===== config.mk =====
export PLATFORM = sky130hd
export DESIGN_NAME = cdb_broadcaster
export DESIGN_NICKNAME = d
export VERILOG_FILES = /design/src/rtl/cdb_broadcaster_pkg.sv /design/src/rtl/cdb_broadcaster_fifo.sv /design/src/rtl/cdb_broadcaster.sv
export SDC_FILE = /design/constraint.sdc
export NUM_CORES = 1
export LEC_CHECK = 0
export BUFFER_PORTS_ARGS = -buffer_cell sky130_fd_sc_hd__buf_2
export CORE_MARGIN = 3
export CORE_UTILIZATION = 30
export CTS_CLUSTER_DIAMETER = 40
export DETAILED_ROUTE_END_ITERATION = 12
export PLACE_DENSITY = 0.44
export SETUP_SLACK_MARGIN = 0.15
export SLEW_MARGIN = 20
export SYNTH_ARGS = -nofsm -noshare
export SYNTH_HDL_FRONTEND = slang
export SYNTH_SLANG_ARGS = --single-unit

===== constraint.sdc =====
create_clock -name clk -period 11.6 [get_ports clk]
set_input_delay 3.48 -clock clk [delete_from_list [all_inputs] [get_ports clk]]
set_output_delay 3.48 -clock clk [all_outputs]
set_load 0.005 [all_outputs]

===== src/rtl/cdb_broadcaster_pkg.sv =====
// Shared CDB constants and types.
//   ROB_ID_W_DEF / DATA_W_DEF : default tag and result widths
//   ROB_ID_TYPE / DATA_TYPE   : tag and result types at the default widths
//   ZERO_ROB                  : reserved "no dependency" tag, never a producer tag
//   TRUE / FALSE              : single-bit constants
//   cdb_src_e                 : Arith CDB source identifiers for arbitration
package cdb_broadcaster_pkg;

    localparam int unsigned ROB_ID_W_DEF = 4;
    localparam int unsigned DATA_W_DEF   = 32;

    typedef logic [ROB_ID_W_DEF-1:0] ROB_ID_TYPE;
    typedef logic [DATA_W_DEF-1:0]   DATA_TYPE;

    localparam int unsigned ZERO_ROB = 0;
    localparam logic        TRUE     = 1'b1;
    localparam logic        FALSE    = 1'b0;

    typedef enum logic {
        SRC_ALU = 1'b0,
        SRC_BRU = 1'b1
    } cdb_src_e;

endpackage


===== src/rtl/cdb_broadcaster_fifo.sv =====
// Synchronous pending-result FIFO for one Arith CDB source.
// Ports:
//   clk_i    : clock
//   rst_ni   : synchronous reset, active-low (empties the FIFO)
//   flush_i  : synchronous discard of all entries
//   push_i   : write data_i at the tail (caller guarantees not full)
//   data_i   : entry to write
//   pop_i    : drop the head entry (caller guarantees not empty)
//   head_o   : current head entry
//   count_o  : number of stored entries (0..DEPTH)
//   empty_o  : count_o == 0
module cdb_fifo #(
    parameter int unsigned WIDTH = 36,
    parameter int unsigned DEPTH = 4
) (
    input  logic                       clk_i,
    input  logic                       rst_ni,
    input  logic                       flush_i,
    input  logic                       push_i,
    input  logic [WIDTH-1:0]           data_i,
    input  logic                       pop_i,
    output logic [WIDTH-1:0]           head_o,
    output logic [$clog2(DEPTH+1)-1:0] count_o,
    output logic                       empty_o
);

    localparam int unsigned PTR_W = (DEPTH > 1) ? $clog2(DEPTH) : 1;
    localparam int unsigned CNT_W = $clog2(DEPTH + 1);

    logic [WIDTH-1:0] mem_q [DEPTH];
    logic [PTR_W-1:0] wr_ptr_q, wr_ptr_d;
    logic [PTR_W-1:0] rd_ptr_q, rd_ptr_d;
    logic [CNT_W-1:0] count_q, count_d;

    // DEPTH is a power of two, so pointer wrap is plain binary overflow.
    always_comb begin
        wr_ptr_d = wr_ptr_q;
        rd_ptr_d = rd_ptr_q;
        count_d  = count_q;
        if (push_i) begin
            wr_ptr_d = wr_ptr_q + PTR_W'(1);
        end
        if (pop_i) begin
            rd_ptr_d = rd_ptr_q + PTR_W'(1);
        end
        count_d = count_q + CNT_W'(push_i) - CNT_W'(pop_i);
    end

    always_ff @(posedge clk_i) begin
        if (!rst_ni || flush_i) begin
            wr_ptr_q <= '0;
            rd_ptr_q <= '0;
            count_q  <= '0;
        end else begin
            wr_ptr_q <= wr_ptr_d;
            rd_ptr_q <= rd_ptr_d;
            count_q  <= count_d;
        end
    end

    // Storage needs no reset: entries are only read while counted as valid.
    always_ff @(posedge clk_i) begin
        if (push_i) begin
            mem_q[wr_ptr_q] <= data_i;
        end
    end

    assign head_o  = mem_q[rd_ptr_q];
    assign count_o = count_q;
    assign empty_o = (count_q == '0);

endmodule


===== src/rtl/cdb_broadcaster.sv =====
// Producer end of the Arith CDB (ALU + BRU, round-robin shared) and the
// LS CDB (LSU only). All bus outputs are registered.
// Ports:
//   clk, rst (sync, active-low), rdy (0 freezes state), flush (discard pending)
//   alu_* / bru_* : valid/rob_id/result offer, ready = accepted when valid
//   lsu_*         : load result offer, lsu_ready = rdy
//   arith_cdb_*   : Arith CDB broadcast (valid/rob_id/result)
//   ls_cdb_*      : LS CDB broadcast (valid/rob_id/result)
module cdb_broadcaster
    import cdb_broadcaster_pkg::*;
#(
    parameter int unsigned ROB_ID_WIDTH = ROB_ID_W_DEF,
    parameter int unsigned DATA_WIDTH   = DATA_W_DEF,
    parameter int unsigned FIFO_DEPTH   = 4
) (
    input  logic                    clk,
    input  logic                    rst,
    input  logic                    rdy,
    input  logic                    flush,
    input  logic                    alu_valid,
    input  logic [ROB_ID_WIDTH-1:0] alu_rob_id,
    input  logic [DATA_WIDTH-1:0]   alu_result,
    output logic                    alu_ready,
    input  logic                    bru_valid,
    input  logic [ROB_ID_WIDTH-1:0] bru_rob_id,
    input  logic [DATA_WIDTH-1:0]   bru_result,
    output logic                    bru_ready,
    input  logic                    lsu_valid,
    input  logic [ROB_ID_WIDTH-1:0] lsu_rob_id,
    input  logic [DATA_WIDTH-1:0]   lsu_result,
    output logic                    lsu_ready,
    output logic                    arith_cdb_valid,
    output logic [ROB_ID_WIDTH-1:0] arith_cdb_rob_id,
    output logic [DATA_WIDTH-1:0]   arith_cdb_result,
    output logic                    ls_cdb_valid,
    output logic [ROB_ID_WIDTH-1:0] ls_cdb_rob_id,
    output logic [DATA_WIDTH-1:0]   ls_cdb_result
);

    localparam int unsigned ENT_W = ROB_ID_WIDTH + DATA_WIDTH;
    localparam int unsigned CNT_W = $clog2(FIFO_DEPTH + 1);
    localparam logic [ROB_ID_WIDTH-1:0] NO_TAG = ROB_ID_WIDTH'(ZERO_ROB);

    logic [ENT_W-1:0] alu_head, bru_head;
    logic [CNT_W-1:0] alu_count, bru_count;
    logic             alu_empty, bru_empty;

    logic             run;
    logic             alu_acc, bru_acc, lsu_acc;
    logic             alu_cand, bru_cand, any_cand;
    logic [ENT_W-1:0] alu_cand_data, bru_cand_data, win_data;
    logic             alu_win, bru_win;
    logic             alu_push, bru_push, alu_pop, bru_pop;
    cdb_src_e         grant;
    cdb_src_e         last_grant_q, last_grant_d;

    logic                    arith_valid_q;
    logic [ROB_ID_WIDTH-1:0] arith_id_q;
    logic [DATA_WIDTH-1:0]   arith_res_q;
    logic                    ls_valid_q;
    logic [ROB_ID_WIDTH-1:0] ls_id_q;
    logic [DATA_WIDTH-1:0]   ls_res_q;

    always_comb begin
        run       = rst && !flush && rdy;
        // Count-based only: a full FIFO refuses even when it pops this cycle.
        alu_ready = rdy && (alu_count < CNT_W'(FIFO_DEPTH));
        bru_ready = rdy && (bru_count < CNT_W'(FIFO_DEPTH));
        lsu_ready = rdy;

        alu_acc = run && alu_valid && alu_ready && (alu_rob_id != NO_TAG);
        bru_acc = run && bru_valid && bru_ready && (bru_rob_id != NO_TAG);
        lsu_acc = run && lsu_valid && (lsu_rob_id != NO_TAG);

        // Bypass the input only when nothing older is queued for that source.
        alu_cand      = !alu_empty || alu_acc;
        bru_cand      = !bru_empty || bru_acc;
        alu_cand_data = alu_empty ? {alu_rob_id, alu_result} : alu_head;
        bru_cand_data = bru_empty ? {bru_rob_id, bru_result} : bru_head;
        any_cand      = alu_cand || bru_cand;

        grant        = SRC_ALU;
        last_grant_d = last_grant_q;
        if (alu_cand && bru_cand) begin
            grant        = (last_grant_q == SRC_ALU) ? SRC_BRU : SRC_ALU;
            last_grant_d = grant;
        end else if (bru_cand) begin
            grant = SRC_BRU;
        end

        alu_win  = alu_cand && (grant == SRC_ALU);
        bru_win  = bru_cand && (grant == SRC_BRU);
        win_data = (grant == SRC_ALU) ? alu_cand_data : bru_cand_data;

        alu_pop  = run && alu_win && !alu_empty;
        bru_pop  = run && bru_win && !bru_empty;
        // A winning bypass is consumed directly; every other accept is queued.
        alu_push = alu_acc && !(alu_win && alu_empty);
        bru_push = bru_acc && !(bru_win && bru_empty);
    end

    cdb_fifo #(
        .WIDTH (ENT_W),
        .DEPTH (FIFO_DEPTH)
    ) u_alu_fifo (
        .clk_i   (clk),
        .rst_ni  (rst),
        .flush_i (flush),
        .push_i  (alu_push),
        .data_i  ({alu_rob_id, alu_result}),
        .pop_i   (alu_pop),
        .head_o  (alu_head),
        .count_o (alu_count),
        .empty_o (alu_empty)
    );

    cdb_fifo #(
        .WIDTH (ENT_W),
        .DEPTH (FIFO_DEPTH)
    ) u_bru_fifo (
        .clk_i   (clk),
        .rst_ni  (rst),
        .flush_i (flush),
        .push_i  (bru_push),
        .data_i  ({bru_rob_id, bru_result}),
        .pop_i   (bru_pop),
        .head_o  (bru_head),
        .count_o (bru_count),
        .empty_o (bru_empty)
    );

    always_ff @(posedge clk) begin
        if (!rst || flush) begin
            last_grant_q  <= SRC_BRU;
            arith_valid_q <= FALSE;
            arith_id_q    <= '0;
            arith_res_q   <= '0;
            ls_valid_q    <= FALSE;
            ls_id_q       <= '0;
            ls_res_q      <= '0;
        end else if (rdy) begin
            last_grant_q  <= last_grant_d;
            arith_valid_q <= any_cand;
            if (any_cand) begin
                {arith_id_q, arith_res_q} <= win_data;
            end
            ls_valid_q <= lsu_acc;
            if (lsu_acc) begin
                ls_id_q  <= lsu_rob_id;
                ls_res_q <= lsu_result;
            end
        end
    end

    assign arith_cdb_valid  = arith_valid_q;
    assign arith_cdb_rob_id = arith_id_q;
    assign arith_cdb_result = arith_res_q;
    assign ls_cdb_valid     = ls_valid_q;
    assign ls_cdb_rob_id    = ls_id_q;
    assign ls_cdb_result    = ls_res_q;

endmodule


==> results of run 1 <==
final cells by class:
class / count / share of cell area
repair buffers: 211 / 0.05895
inverters: 14 / 0.002770
flip-flops and latches: 381 / 0.5541
multi-input cells: 495 / 0.2198
well taps: 664 / 0.04379
diodes: 1 / 0.0001319
clock buffers: 82 / 0.09581
clock inverters: 39 / 0.02466
state kept, by name, summed over array words and instances (netlist names), named ones only:
signal,count
u_alu_fifo.mem_q,144
u_bru_fifo.mem_q,144
arith_cdb_result,32
ls_cdb_result,32
arith_cdb_rob_id,4
ls_cdb_rob_id,4
u_alu_fifo.count_o,3
u_bru_fifo.count_o,3
u_alu_fifo.rd_ptr_q,2
u_alu_fifo.wr_ptr_q,2
u_bru_fifo.rd_ptr_q,2
u_bru_fifo.wr_ptr_q,2
arith_cdb_valid,1
last_grant_q,1
ls_cdb_valid,1
routing by layer:
metal | global-route usage | share of wire
met4 | 0.04784 | 0.022
met5 | 0 | 0.00086
met1 | 0.1963 | 0.43
met2 | 0.2438 | 0.49
met3 | 0.04204 | 0.057
cell usage in the layout, fill, tap and decap left out, types with 7 or more instances in the layout:
cell type,n
sky130_fd_sc_hd__dfxtp_1,90
sky130_fd_sc_hd__clkinv_1,7
sky130_fd_sc_hd__clkinv_2,7
sky130_fd_sc_hd__clkbuf_1,11
sky130_fd_sc_hd__a32o_1,36
sky130_fd_sc_hd__clkbuf_16,71
sky130_fd_sc_hd__buf_4,19
sky130_fd_sc_hd__mux4_2,72
sky130_fd_sc_hd__inv_1,14
sky130_fd_sc_hd__mux2i_1,36
sky130_fd_sc_hd__bufinv_16,9
sky130_fd_sc_hd__and3_2,7
sky130_fd_sc_hd__nand2_1,185
sky130_fd_sc_hd__nor2_1,11
sky130_fd_sc_hd__ha_1,12
sky130_fd_sc_hd__nand3_1,41
sky130_fd_sc_hd__a21oi_1,7
sky130_fd_sc_hd__buf_2,191
sky130_fd_sc_hd__o21ai_0,42
sky130_fd_sc_hd__edfxtp_1,288
power by group:
group	total, mW	internal [mW]	switching [mW]
Clock	1.98	1.32	0.660
Sequential	1.48	1.48	0.00571
Combinational	0.0955	0.0360	0.0595
per-stage QoR:
step,power [mW],std cells
global placement,1.605,1764
detailed placement,1.606,1764
floorplan,1.546,949
CTS,3.610,1885
global route,3.677,1887
finish,3.555,1887
worst max-delay path: stages:
cell and delay [ns]:
sky130_fd_sc_hd__buf_2 0.16, sky130_fd_sc_hd__inv_1 0.14, sky130_fd_sc_hd__nor2_1 0.12, sky130_fd_sc_hd__buf_2 0.12
cell families (layout without fill, tap and decap cells):
group | count (synthesis) | in the layout | synth area share
AO/OA/AOI/OAI | 99 | 99 | 0.05016
other | 0 | 1 | 0
XOR/XNOR | 6 | 6 | 0.003506
buffers and inverters | 73 | 346 | 0.02370
AND/OR/NAND/NOR | 268 | 268 | 0.07662
multiplexers | 108 | 108 | 0.1322
flip-flops | 381 | 381 | 0.7011
adder cells (fa/ha/maj) | 14 | 14 | 0.01269
worst paths after layout:
path / startpoint / to / slack (ns) / depth (start not counted)
max: rdy / bru_ready / 4.10 / 4
min: ls_cdb_result[10] / ls_cdb_result[10] / 0.45 / 2
max reg2reg: u_alu_fifo.count_o[2] / u_bru_fifo.mem_q[3][2] / 8.37 / 5
min reg2reg: ls_cdb_result[10] / ls_cdb_result[10] / 0.45 / 2
==> metrics.log, run 1 <==
INFO  metric critical_path_class = in2out
INFO  metric via_count_of_the_first_global_routing_pass = about 9300
INFO  metric cts_tree = done
INFO  metric die_w = about 230 um
INFO  metric critical_path_peak_fanout = 8
INFO  metric final_critical_delay_including_setup_and_external_delays = roughly 7.5 ns
INFO  metric total_leakage_power = about 7 nW
INFO  metric synth_top_flop_cell = sky130_fd_sc_hd__edfxtp_1
INFO  metric drtIter0Drc = 486
INFO  metric route.antenna.remaining_nets = 0
INFO  metric critPathRequiredTime = slightly above 8 ns
INFO  metric final.fill_count = 4678
INFO  metric h-tree-depth = 3
INFO  metric ir_drop = 0.09865 mV
INFO  metric final_layout_size_suffix_gt1_frac = 0.3355
INFO  metric overflow = 0
INFO  metric clk-insertion-delay-late = 0.57 ns
INFO  metric setup_viol_count_final = 0
INFO  metric min_period_over_period = 0.6466
INFO  metric synth-edff-count = between 200 and 300
INFO  metric post_synthesis_async_set_or_reset_flop_share = 0
INFO  metric final_hold_viol_count = 0
INFO  metric ctsRootBufferMaster = sky130_fd_sc_hd__clkbuf_16
INFO  metric fin_hold_ws = about 0.45 ns
INFO  metric synth_warnings = 0
INFO  metric cts_post_setup_buffers_inserted = 0
INFO  metric setup_ws = between 4 and 5 ns
INFO  metric post-route-util = 0.3860
INFO  metric worst_setup_hold_path_clk_slew = about 0.040 ns
INFO  metric multiInputGateArea = ~0.0042 mm2
INFO  metric antenna_found_initial = 4
INFO  metric gr-usage-all-layers = 0.1506
INFO  metric floorplan.initialDensity = 0.3050
INFO  metric unrepaired_setup_endpoints_after_global_routing = no
INFO  metric final_nets = roughly 1300
INFO  metric total_cts_buffers = 66
INFO  metric worstHoldPathType = reg2reg
INFO  metric top_level_ports = roughly 190
INFO  metric route.detailed.vias_per_inst = around 4.7
INFO  metric cts.sink_count = between 300 and 400
INFO  metric status = finished clean
INFO  metric cts-hold-fix-buffers = 0
INFO  metric synth_seq_area_share = 0.7011
INFO  metric syn_to_final_growth = 26.58%
INFO  metric post_drt_wl_per_cell = approximately 21 um
INFO  metric clock_skew = between 0.02 and 0.025 ns
INFO  metric cts_max_path_buffers = 3
INFO  metric netlist_area_before_placement = ~0.015 mm2
INFO  metric maxSlewHeadroom = 0.4587
INFO  metric dpl_cell_area = approximately 0.017 mm2
INFO  metric worstSetupEndpointType = primary output
INFO  metric die_height = ~230 um
INFO  metric placeableCoreArea = around 0.05 mm2
INFO  metric cts_repair_resize_count = 0
INFO  metric postSynthCellCount = roughly 950
INFO  metric drv_slew = 0
INFO  metric final_cell_area = 0.01897 mm2
INFO  metric synth.top_cells.by_count = sky130_fd_sc_hd__edfxtp_1 (288), sky130_fd_sc_hd__nand2_1 (185), sky130_fd_sc_hd__dfxtp_1 (93)
INFO  metric dr.pass1.iters = 5
INFO  metric syn_area_per_cell = roughly 16 um2
INFO  metric dp_hpwl = 24140 um
INFO  metric site_row_count = roughly 80
INFO  metric synth-seq-cells = 381
INFO  metric number_of_remaining_drc_errors = 0
INFO  metric dpl_worst_slack = approximately 4.1 ns
INFO  metric yosysUniqueCellTypes = 48
INFO  metric max_freq = approximately 130 MHz
INFO  metric die-area = ~0.053 mm2
INFO  metric biggest_area_contributors_in_the_synthesized_netlist = sky130_fd_sc_hd__edfxtp_1 (58%), sky130_fd_sc_hd__dfxtp_1 (12%), sky130_fd_sc_hd__mux4_2 (11%)
INFO  metric seqCellArea = around 0.011 mm2
INFO  metric post-synth-top-area-cell = sky130_fd_sc_hd__edfxtp_1
INFO  metric setup_tns = 0 ns
INFO  metric crit_start_category = input pin
INFO  metric power_per_cell_area = roughly 190 mW/mm2
INFO  metric port_buffers = about 190
INFO  metric synthesis.nets = between 1000 and 1500
INFO  metric wl = approximately 39000 um
INFO  metric global_route_wire_length_before_repair = ~60000 um
INFO  metric vias = about 8900
INFO  metric routabilityCongestion = between 0.7 and 0.8
INFO  metric maxCapViolations = 0
INFO  metric grt_start_max_net_pins = 74
INFO  metric worst_pin_slew = approximately 0.8 ns
INFO  metric critical_path_arrival = about 4.0 ns
INFO  metric proportion_of_netlist_area_held_by_the_largest_area_contributor = 0.5769
INFO  metric yosys.cell_count.top_type = sky130_fd_sc_hd__edfxtp_1
(Power assumes the default switching activity.)
==> run 2: changes to the inputs <==
Clock period 11.6 ns to 7.35 ns, I/O delays scaled along.
==> run 2 against run 1 <==
  * Worst setup slack got worse by 1.7 ns
  * Cell area decreased by 0.73%
  * Power grew 54%
  * Clock skew increased by 0.0017 ns
  * Flip-flop and latch count is the same
  * Worst hold slack gained 0.0027 ns
  * Via count fell by 0.54%
  * Register-to-register slack got worse by 3.9 ns
  * Non-clock buffer count is 1 lower
  * Critical path type unchanged
  * Critical endpoint is now alu_ready
  * Largest power group unchanged
==> metrics.log, run 2 (synthesis results as in run 1) <==
INFO  metric status = finished clean
INFO  metric most_frequent_cells_in_the_layout = sky130_fd_sc_hd__edfxtp_1 (288), sky130_fd_sc_hd__buf_2 (191), sky130_fd_sc_hd__nand2_1 (185)
INFO  metric cts_tree = done
INFO  metric dp_hpwl = 24120 um
INFO  metric ctsRootBufferMaster = sky130_fd_sc_hd__clkbuf_16
INFO  metric min_period_over_period = 0.6776
INFO  metric cts-hold-fix-buffers = 0
INFO  metric critical_path_peak_fanout = 8
INFO  metric seqCellArea = around 0.011 mm2
INFO  metric min_to = ls_cdb_result[18]
INFO  metric floorplan.initialDensity = 0.3050
INFO  metric drv_slew = 0
INFO  metric cts_repair_resize_count = 0
INFO  metric setup_viol_count_final = 0
INFO  metric via_count_of_the_first_global_routing_pass = around 9300
INFO  metric critical_path_arrival = roughly 2.8 ns
INFO  metric setup_tns = 0 ns
INFO  metric final_layout_size_suffix_gt1_frac = 0.3339
INFO  metric cts.sink_count = around 380
INFO  metric syn_to_final_growth = 25.65%
INFO  metric critical_path_class = in2out
INFO  metric wl = just under 40000 um
INFO  metric largest_registers = u_alu_fifo.mem_q: 144 flops, u_bru_fifo.mem_q: 144 flops
INFO  metric clock_skew = 0.02329 ns
INFO  metric overflow = 0
INFO  metric maxSlewHeadroom = 0.2803
INFO  metric final_cell_count_no_fill = roughly 1900
INFO  metric crit_start_category = input pin
INFO  metric place.detailed.instances = 1764
INFO  metric die_height = ~230 um
INFO  metric worst-r2r-cell-count = 12
INFO  metric gr-usage-all-layers = 0.1508
INFO  metric setup_ws = around 2.4 ns
INFO  metric placeableCoreArea = ~0.049 mm2
INFO  metric final_common_cell = sky130_fd_sc_hd__edfxtp_1
INFO  metric die_w = ~230 um
INFO  metric multiInputGateArea = about 0.0042 mm2
INFO  metric hold_path_startpoint = ls_cdb_result[18]
INFO  metric reg2reg_from = u_bru_fifo.count_o[1]
INFO  metric dr.pass1.iters = 4
INFO  metric global_route_wire_length_before_repair = 59210 um
INFO  metric critPathRequiredTime = about 5.1 ns
INFO  metric grt_start_max_net_pins = 74
INFO  metric worst_pin_slew = 1.080 ns
INFO  metric routabilityCongestion = about 0.73
INFO  metric ir_drop = 0.1782 mV
INFO  metric reg2reg_slack = 4.48 ns
INFO  metric final_nets = roughly 1300
INFO  metric route.antenna.remaining_nets = 0
INFO  metric post_drt_wl_per_cell = roughly 21 um
INFO  metric top_level_ports = between 150 and 200
INFO  metric cts_max_path_buffers = 3
INFO  metric maxCapViolations = 0
INFO  metric final.fill_count = 4680
INFO  metric route.detailed.vias_per_inst = about 4.7
INFO  metric vias = ~8900
INFO  metric worst_setup_hold_path_clk_slew = around 0.050 ns
INFO  metric unrepaired_setup_endpoints_after_global_routing = no
INFO  metric drtIter0Drc = 535
INFO  metric crit-reg2reg-capture = u_alu_fifo.count_o[2]
INFO  metric site_row_count = between 80 and 90
INFO  metric clk-insertion-delay-late = between 0.5 and 0.6 ns
INFO  metric total_cts_buffers = 66
INFO  metric antenna_found_initial = 5
INFO  metric dpl_worst_slack = between 2 and 2.5 ns
INFO  metric post-layout-total-power = 5.486 mW
INFO  metric holdPathStages = 2
INFO  metric die-area = roughly 0.053 mm2
INFO  metric h-tree-depth = 3
INFO  metric number_of_remaining_drc_errors = 0
INFO  metric worstSetupEndpointType = primary output
INFO  metric power_per_cell_area = approximately 290 mW/mm2
INFO  metric final_hold_viol_count = 0
INFO  metric port_buffers = between 150 and 200
INFO  metric worstHoldPathType = reg2reg
INFO  metric fin_hold_ws = roughly 0.45 ns
INFO  metric total_leakage_power = 6.911 nW
INFO  metric final_critical_delay_including_setup_and_external_delays = approximately 5 ns
INFO  metric cts_post_setup_buffers_inserted = 0
INFO  metric max_freq = approximately 200 MHz
[run 2: metal layers]
| layer | up-vias | wire length [um] | GRT usage |
|---|---|---|---|
| met5 | - | 47 | 0 |
| li1 | 4097 | - | - |
| met4 | 6 | 813 | 0.04863 |
| met2 | 272 | 18790 | 0.2370 |
| met3 | 76 | 2653 | 0.04030 |
| met1 | 4406 | 17270 | 0.2039 |
[run 2: where the power goes]
part	internal [mW]	leakage [nW]	total (mW)	switching, mW
logic	0.0569	2.51	0.152	0.0955
registers	2.33	3.34	2.34	0.00953
clock network	1.97	1.05	2.99	1.03
[run 2: how the worst max path moves through the flow]
stage	startpoint	endpoint	cells after the start
final	rdy	alu_ready	4
after global routing	rdy	alu_ready	4
after CTS	rdy	alu_ready	4
after detailed placement	alu_rob_id[0]	u_alu_fifo.count_o[2]	13
after global placement	alu_rob_id[2]	u_alu_fifo.count_o[2]	13
after floorplan	alu_rob_id[2]	u_alu_fifo.count_o[2]	14
[run 2: worst max-delay path: stages]
cell                     delay [ns]
sky130_fd_sc_hd__buf_2         0.16
sky130_fd_sc_hd__inv_1         0.14
sky130_fd_sc_hd__nor2_1        0.14
sky130_fd_sc_hd__buf_2         0.13
[run 2: final cells by class]
class | instances | share of cell area
Sequential cell | 381 | 0.5582
Multi-Input combinational cell | 495 | 0.2212
Clock buffer | 77 | 0.09207
Timing Repair Buffer | 210 | 0.05832
Tap cell | 664 | 0.04411
Clock inverter | 42 | 0.02318
Inverter | 14 | 0.002790
Antenna cell | 1 | 0.0001329
[run 2: per-stage QoR]
step | utilization | instance area, um2
final | 0.3832 | 18840
after global routing | 0.3831 | 18830
after CTS | 0.3831 | 18830
after detailed placement | 0.3390 | 16660
after global placement | 0.3390 | 16660
after floorplan | - | 14990
